[src/rtl/stage2_collect.sv]
// stage2_collect: result collector behind the three-stage stage2_add adder tree.
// Follows the en-gated adder pipeline to know when sum_in is a valid sum, then
// adds a per-map bias, saturates, optionally applies ReLU and buffers the result
// in a small FIFO that drains over a valid/ready stream with a last-of-map flag.
module stage2_collect #(
    parameter int DATA_WIDTH  = 16,
    parameter int FIFO_DEPTH  = 8,
    parameter int OUT_PER_MAP = 25,
    parameter int RELU        = 1
) (
    input  logic                         clk,
    input  logic                         rst_n,
    input  logic                         en,
    input  logic signed [DATA_WIDTH-1:0] sum_in,
    input  logic signed [DATA_WIDTH-1:0] bias_in,
    input  logic                         bias_load,
    output logic signed [DATA_WIDTH-1:0] out_data,
    output logic                         out_valid,
    input  logic                         out_ready,
    output logic                         out_last,
    output logic                         overflow
);

    localparam int PTR_W = (FIFO_DEPTH > 1) ? $clog2(FIFO_DEPTH) : 1;
    localparam int OCC_W = PTR_W + 1;
    localparam int CNT_W = (OUT_PER_MAP > 1) ? $clog2(OUT_PER_MAP) : 1;

    localparam logic [OCC_W-1:0] OCC_FULL = OCC_W'(FIFO_DEPTH);
    localparam logic [CNT_W-1:0] CNT_LAST = CNT_W'(OUT_PER_MAP - 1);

    localparam logic [DATA_WIDTH-1:0] SAT_MAX = {1'b0, {(DATA_WIDTH-1){1'b1}}};
    localparam logic [DATA_WIDTH-1:0] SAT_MIN = {1'b1, {(DATA_WIDTH-1){1'b0}}};

    // Pipeline valid tracker, bias, framing counter and FIFO bookkeeping
    logic [2:0]            vpipe_q,    vpipe_d;
    logic [DATA_WIDTH-1:0] bias_q,     bias_d;
    logic [CNT_W-1:0]      map_cnt_q,  map_cnt_d;
    logic [PTR_W-1:0]      wr_ptr_q,   wr_ptr_d;
    logic [PTR_W-1:0]      rd_ptr_q,   rd_ptr_d;
    logic [OCC_W-1:0]      occ_q,      occ_d;
    logic                  overflow_q, overflow_d;

    // FIFO storage, data and last flag kept side by side per entry
    logic [DATA_WIDTH-1:0] mem_data_q [FIFO_DEPTH];
    logic                  mem_last_q [FIFO_DEPTH];
    logic [DATA_WIDTH-1:0] wr_data_d;
    logic                  wr_last_d;

    // Datapath and handshake terms
    logic                  sample;
    logic [DATA_WIDTH:0]   sum_ext;
    logic [DATA_WIDTH-1:0] sum_sat;
    logic [DATA_WIDTH-1:0] result;
    logic                  is_last;
    logic                  fifo_empty;
    logic                  fifo_full;
    logic                  pop;
    logic                  push;
    logic                  drop;

    // Bias add one bit wider than the operands, then clamp and optional ReLU
    always_comb begin
        sample  = vpipe_q[2];
        sum_ext = {sum_in[DATA_WIDTH-1], sum_in} + {bias_q[DATA_WIDTH-1], bias_q};
        sum_sat = sum_ext[DATA_WIDTH-1:0];
        if (sum_ext[DATA_WIDTH] != sum_ext[DATA_WIDTH-1]) begin
            sum_sat = sum_ext[DATA_WIDTH] ? SAT_MIN : SAT_MAX;
        end
        result = sum_sat;
        if ((RELU != 0) && sum_sat[DATA_WIDTH-1]) begin
            result = '0;
        end
        is_last   = (map_cnt_q == CNT_LAST);
        wr_data_d = result;
        wr_last_d = is_last;
    end

    // FIFO handshake: a full FIFO still accepts a push when the head leaves on the same edge
    always_comb begin
        fifo_empty = (occ_q == '0);
        fifo_full  = (occ_q == OCC_FULL);
        pop        = !fifo_empty && out_ready;
        push       = sample && (!fifo_full || pop);
        drop       = sample && !push;
    end

    // Next-state for the tracker, bias, framing counter, pointers and sticky overflow
    always_comb begin
        vpipe_d = en ? {vpipe_q[1:0], 1'b1} : 3'b000;

        bias_d = bias_load ? bias_in : bias_q;

        map_cnt_d = map_cnt_q;
        if (sample) begin
            map_cnt_d = is_last ? '0 : map_cnt_q + 1'b1;
        end

        wr_ptr_d = push ? wr_ptr_q + 1'b1 : wr_ptr_q;
        rd_ptr_d = pop  ? rd_ptr_q + 1'b1 : rd_ptr_q;

        occ_d = occ_q;
        case ({push, pop})
            2'b10:   occ_d = occ_q + 1'b1;
            2'b01:   occ_d = occ_q - 1'b1;
            default: occ_d = occ_q;
        endcase

        overflow_d = overflow_q | drop;
    end

    // Control state register, cleared asynchronously so in-flight results are lost on reset
    always_ff @(posedge clk or negedge rst_n) begin
        if (!rst_n) begin
            vpipe_q    <= '0;
            bias_q     <= '0;
            map_cnt_q  <= '0;
            wr_ptr_q   <= '0;
            rd_ptr_q   <= '0;
            occ_q      <= '0;
            overflow_q <= 1'b0;
        end else begin
            vpipe_q    <= vpipe_d;
            bias_q     <= bias_d;
            map_cnt_q  <= map_cnt_d;
            wr_ptr_q   <= wr_ptr_d;
            rd_ptr_q   <= rd_ptr_d;
            occ_q      <= occ_d;
            overflow_q <= overflow_d;
        end
    end

    // FIFO storage needs no reset: outputs are masked while the FIFO is empty
    always_ff @(posedge clk) begin
        if (push) begin
            mem_data_q[wr_ptr_q] <= wr_data_d;
            mem_last_q[wr_ptr_q] <= wr_last_d;
        end
    end

    // Stream outputs present the FIFO head, forced to zero when nothing is queued
    always_comb begin
        out_valid = !fifo_empty;
        out_data  = '0;
        out_last  = 1'b0;
        if (!fifo_empty) begin
            out_data = mem_data_q[rd_ptr_q];
            out_last = mem_last_q[rd_ptr_q];
        end
        overflow = overflow_q;
    end

endmodule

[config.mk]
export PLATFORM = sky130hd
export DESIGN_NAME = stage2_collect
export DESIGN_NICKNAME = d
export VERILOG_FILES = /design/src/rtl/stage2_collect.sv
export SDC_FILE = /design/constraint.sdc
export NUM_CORES = 1
export LEC_CHECK = 0
export ABC_CLOCK_PERIOD_IN_PS = 2900
export CORE_ASPECT_RATIO = 1.4
export CORE_MARGIN = 4
export CORE_UTILIZATION = 53
export DETAILED_ROUTE_END_ITERATION = 8
export PLACE_DENSITY_LB_ADDON = 0.08
export SKIP_LAST_GASP = 1
export SLEW_MARGIN = 20
export SYNTH_ARGS = -nofsm -noshare
export SYNTH_HDL_FRONTEND = slang
export SYNTH_SLANG_ARGS = --single-unit
[constraint.sdc]
create_clock -name clk -period 2.9 [get_ports clk]
set_clock_uncertainty 0.2 [all_clocks]
set_input_delay 0.58 -clock clk [delete_from_list [all_inputs] [get_ports clk]]
set_output_delay 0.58 -clock clk [all_outputs]
set_load 0.05 [all_outputs]
Word-level counts from Yosys, hierarchy flattened
Memory sizes are Yosys's and may differ from the RTL's.
Index checks and enable logic that the tools add are counted.
{"block": "word_totals", "regBits": 35, "ramBits": 128, "output_inout_bits": 19, "elab_cells": 40, "mem_count": 2}
{"memory": "mem_data_q", "depth": 8, "word_bits": 15, "read_ports": 1, "rd_ports_with_merged_regs": 0, "write_ports": 1, "line": "44", "text": "logic [DATA_WIDTH-1:0] mem_data_q [FIFO_DEPTH];"}
{"memory": "mem_last_q", "depth": 8, "word_bits": 1, "read_ports": 1, "rd_ports_with_merged_regs": 0, "write_ports": 1, "line": "45", "text": "logic mem_last_q [FIFO_DEPTH];"}
{"block": "classes", "n_addsub": 6, "eq_ne": 5, "mux": 10, "bitwise_logic": 1, "n_reduce_logical": 9}
{"op": "$mux 16", "n": 3}
{"op": "$add 16x16->17", "n": 1}
{"op": "$mux 15", "n": 1}
{"op": "$pmux 4 s2", "n": 1}
{"op": "$add 3x1->3 const B", "n": 2}
{"op": "$add 5x1->5 const B", "n": 1}
{"op": "$eq 5x5->1 const B", "n": 1}
{"op": "$mux 5", "n": 1}
{"op": "$add 4x1->4 const B", "n": 1}
{"op": "$eq 4x4->1 const B", "n": 1}
{"op": "$logic_not 4->1", "n": 1}
{"op": "$sub 4x1->4 const B", "n": 1}
{"op": "$logic_and 1x1->1", "n": 3}
{"op": "$logic_not 1->1", "n": 3}
{"op": "$mux 1", "n": 3}
{"op": "$mux 3", "n": 1}
{"op": "$eq 2x1->1 const B", "n": 1}
{"op": "$eq 2x2->1 const B", "n": 1}
{"op": "$reduce_bool 2->1", "n": 1}
{"op": "$logic_or 1x1->1", "n": 1}
{"op": "$ne 1x1->1", "n": 1}
{"op": "$or 1x1->1", "n": 1}

Logic depth before layout (Yosys ltp)
{"block": "depth", "depth_word": 8, "depth_mapped": 9}

Worst setup path after synthesis
Ideal clock, no wire load.
{"block": "synth_path", "path_kind": "input to register", "start": "input sum_in[0]", "end": "memory mem_data_q[0][14] (netlist bit) (data pin)", "arrival_time_ps": 2563, "t_required_ps": 2423, "slack_ps": -140, "path_stages": 7, "path_buffers": 0, "path_cell_list": "ha_1 -> fa_1 -> a21oi_1 -> o21ai_1 -> a2111oi_0 -> o211ai_1 -> a211oi_1"}
{"block": "synth_between", "elab_chain_cells": 4}
{"item": "start, declared", "line": "14", "text": "input logic signed [DATA_WIDTH-1:0] sum_in,"}
{"item": "$add 16x16->17 (*)", "line": "64", "text": "sum_ext = {sum_in[DATA_WIDTH-1], sum_in} + {bias_q[DATA_WIDTH-1], bias_q};"}
{"item": "$mux 16 / $ne 1x1->1 (equally long branches)", "line": "67, 66"}
{"item": "$mux 16 (*)", "line": "66", "text": "if (sum_ext[DATA_WIDTH] != sum_ext[DATA_WIDTH-1]) begin"}
{"item": "$mux 15 (*)", "line": "70", "text": "if ((RELU != 0) && sum_sat[DATA_WIDTH-1]) begin"}
{"item": "named net result[14]", "line": "53", "text": "logic [DATA_WIDTH-1:0] result;"}
{"item": "end, declared", "line": "44"}
The timed path passes the listed nets; every way through them passes the cells marked *.

Worst setup path after layout
{"block": "layout_path", "start": "input sum_in[13]", "end": "memory mem_data_q[4][4] (netlist bit) (data pin)"}
Same word-level chain as after synthesis.

==> results.txt <==
The maximum clock insertion buffer count came out at 2. The total nets after synthesis came out at 526. The net count reported at finish came out at 682. The total clock sinks came out at 163.

After clock tree synthesis, the flow added hold-fix buffers numbering 0. The horizontal die dimension came out at 108 µm. Buffers placed on the I/O ports in this run total 54. The die outline area is 16100 µm². The count of TritonRoute iterations in the first routing pass is 5. In this run the number of H-tree levels came out at 4.

The worst setup path is launched from a primary input. The first global-routing pass estimated 24.4 mm of wire. For this design the ratio of total power to cell area is 943 nW/µm². The sequential element share of the synthesized area came out at 0.631. The maximum number of pins on one net before global-route repair came out at 36. The effective utilization at floorplan is 0.538.

The number of distinct library cell variants in the gate-level netlist after synthesis came out at 54. The average detailed-routed wire length per instance is 19.1 µm. The count of flip-flops with a built-in enable after synthesis came out at 128.

The max-cap check violation count is 0. The number of cells in the design after placement came out at 773. The accumulated negative setup slack came out at 0 ps. The number of antenna violations at the first check in global routing was 0. The fill cell total of the finished layout came out at 944. The number of clock buffers inserted by TritonCTS came out at 17. The synthesis-to-layout area growth is 32.5%. By area the synthesized netlist is led by sky130_fd_sc_hd__edfxtp_1, sky130_fd_sc_hd__dfrtp_1, sky130_fd_sc_hd__mux4_2. The diode insertion count for antenna repair is 0.

TritonCTS built the clock tree. In this run the tightest slew margin relative to its limit is 0.479. The final worst hold slack is 40.0 ps. The number of vias per cell after detailed routing is 5.59.

The worst setup path is of the primary input to flip-flop kind. The minimum clock period came out at 2870 ps. The number of DRC violations after detailed routing came out at 0.

Setup repair after global routing could not meet its margin everywhere. The highest achievable clock rate came out at 348 MHz. The total wire length is 15.6 mm. The row count came out at 51. The total track usage is 0.203. The synthesis warning total came out at 0. Summed over all nets, the half-perimeter wirelength after detailed placement is 10.5 mm. Among all flip-flop cells after synthesis, the most frequent one is sky130_fd_sc_hd__edfxtp_1. The average instance in the mapped netlist occupies 16.1 µm². The type of destination of the critical path is a flip-flop. The largest total area in the synthesized netlist belongs to sky130_fd_sc_hd__edfxtp_1. The core footprint is 13900 µm². The via count of the first global-routing pass is 4778. Of the post-synthesis cell area, the dominant cell type holds 0.514. The post-route non-filler standard cell count came out at 819. For this run the aggregate overflow at the end of global routing stands at 0. The dominant cell by count in the synthesized netlist is sky130_fd_sc_hd__edfxtp_1. The synthesized design contains 163 register bits. The highest fanout seen on the critical path is 8. The async set-or-reset flop fraction in the synthesized netlist is 0.215. In the synthesized netlist, the cells that appear most often are sky130_fd_sc_hd__edfxtp_1, sky130_fd_sc_hd__dfrtp_1, sky130_fd_sc_hd__mux4_2. The transition at the pin with the smallest max-transition slack came out at 781 ps. The congestion estimate from routability-driven global placement came to 0.846. The clock edge transition at the registers on the reported setup and hold paths is 70 ps. The leakage power total is 3.78 nW.

The required time at the endpoint of the critical path came out at 2870 ps. The worst-skew pair later-pin latency came out at 420 ps. In this run the count of I/O pins placed on the die edge is 56. The via count is 4580. The buffer cell driving the clock tree root is sky130_fd_sc_hd__clkbuf_16. The flow ran to the end, and the final reports show no timing, DRC or antenna violations. Summing every instance area after synthesis gives 7480 µm². The number of slew-limit violations in the final report is 0. The share of the cycle needed by the critical path after routing is 0.991. The final hold violation count is 0.

The number of setup violations in the final report came out at 0. The data arrival time of the worst path is 2840 ps. The detail route stage leaves a number of antenna-violating nets equal to 0. The share of layout cells above drive strength 1 is 0.385. The detailed router finished its first iteration with 259 violations. Across the VDD grid, the largest voltage drop is 0.000649 V. The vertical die dimension is 149 µm. The worst hold path belongs to the class primary input to async pin. Synthesis produced a netlist whose cell count is 465.
metal layers:
metal / wire length [µm] / global-route usage
met1: 5930 / 0.238
met2: 8830 / 0.371
met4: 180 / 0.0581
met5: 0 / 0
met3: 707 / 0.0417
worst max-delay path, stage by stage:
cell                              delay (ps)
sky130_fd_sc_hd__clkdlybuf4s50_1         500
sky130_fd_sc_hd__ha_4                    210
sky130_fd_sc_hd__buf_4                   160
sky130_fd_sc_hd__a21o_1                  170
sky130_fd_sc_hd__nand2_1                  60
sky130_fd_sc_hd__nand4_1                 150
sky130_fd_sc_hd__buf_4                   200
sky130_fd_sc_hd__a211oi_4                200
sky130_fd_sc_hd__buf_6                   160
sky130_fd_sc_hd__buf_6                   120
sky130_fd_sc_hd__buf_4                   120
sky130_fd_sc_hd__a211oi_4                 30
sky130_fd_sc_hd__buf_4                   170
logic make-up (layout without fill, tap and decap cells):
family / Yosys count / after routing / share of synthesized area
simple gates: 72 / 72 / 0.0461
buf+inv: 37 / 206 / 0.0219
flops: 163 / 163 / 0.631
mux: 70 / 70 / 0.150
fa+ha+maj: 24 / 24 / 0.0421
other cells: 1 / 1 / 0.000501
xor+xnor: 17 / 17 / 0.0199
compound gates: 81 / 81 / 0.0884
registers in the layout, summed over array words and instances, names as in the netlist:
register	cells
occ_q	4
mem_last_q	8
overflow	1
vpipe_q	3
mem_data_q	120
bias_q	16
map_cnt_q	5
wr_ptr_q	3
rd_ptr_q	3
per-stage QoR:
step | utilization | power (W) | area, µm² | setup slack [ps]
detailed placement | 0.639 | 0.00671 | 8880 | -656
CTS | 0.690 | 0.00917 | 9590 | -224
floorplan | - | 0.00554 | 7510 | 5.14
global placement | 0.639 | 0.00662 | 8880 | -621
global route | 0.713 | 0.00979 | 9910 | -40.5
finish | 0.713 | 0.00934 | 9910 | 25.5
cells in the final DEF, fill, tap and decap left out, types with 5 or more instances in the layout:
cell	netlist	final
sky130_fd_sc_hd__a211oi_2	13	10
sky130_fd_sc_hd__a211oi_4	0	8
sky130_fd_sc_hd__a21o_1	6	6
sky130_fd_sc_hd__a21oi_1	12	9
sky130_fd_sc_hd__buf_12	0	7
sky130_fd_sc_hd__buf_4	2	102
sky130_fd_sc_hd__buf_6	1	8
sky130_fd_sc_hd__clkbuf_16	0	19
sky130_fd_sc_hd__clkdlybuf4s50_1	0	32
sky130_fd_sc_hd__dfrtp_1	35	34
sky130_fd_sc_hd__edfxtp_1	128	128
sky130_fd_sc_hd__ha_1	22	16
sky130_fd_sc_hd__inv_1	17	17
sky130_fd_sc_hd__mux2_2	18	18
sky130_fd_sc_hd__mux2i_1	19	18
sky130_fd_sc_hd__mux4_2	32	32
sky130_fd_sc_hd__nand2_1	18	18
sky130_fd_sc_hd__nand3_1	5	5
sky130_fd_sc_hd__nor2_1	26	26
sky130_fd_sc_hd__o211ai_1	6	6
sky130_fd_sc_hd__o21ai_0	9	9
sky130_fd_sc_hd__xnor2_1	9	9
sky130_fd_sc_hd__xor2_1	8	8
power by group:
part	switching (W)	internal [W]
logic	0.00216	0.00169
registers	0.000162	0.00292
clock network	0.000944	0.00147
what timing repair did:
action | in CTS | in global routing
setup endpoints to repair | 112 | 122
pin swaps | 4 | 25
setup buffers | 3 | 14
gates cloned | 0 | 3
resized for setup | 15 | 30
worst paths after layout:
path	start	end	slack, ps	cells after the start
setup / recovery	sum_in[13]	mem_data_q[4][4]$_DFFE_PP_	30	13
hold / removal	rst_n	occ_q[1]$_DFFE_PN0P_	40	1
setup reg to reg	bias_q[0]$_DFFE_PN0P_	mem_data_q[4][4]$_DFFE_PP_	120	11
hold reg to reg	vpipe_q[1]$_DFF_PN0_	vpipe_q[2]$_DFF_PN0_	260	1
max in group asynchronous	rst_n	rd_ptr_q[0]$_DFFE_PN0P_	1920	1
min in group clk	vpipe_q[1]$_DFF_PN0_	vpipe_q[2]$_DFF_PN0_	260	1
final cells by class:
class	instances	area [µm²]	share of cell area
Clock inverter	15	220	0.0222
Inverter	18	67.6	0.00682
Multi-Input combinational cell	265	2830	0.285
Timing Repair Buffer	156	1420	0.143
Tap cell	185	231	0.0234
Clock buffer	17	425	0.0429
Sequential cell	163	4720	0.476
Power figures use the tool's default switching activity.
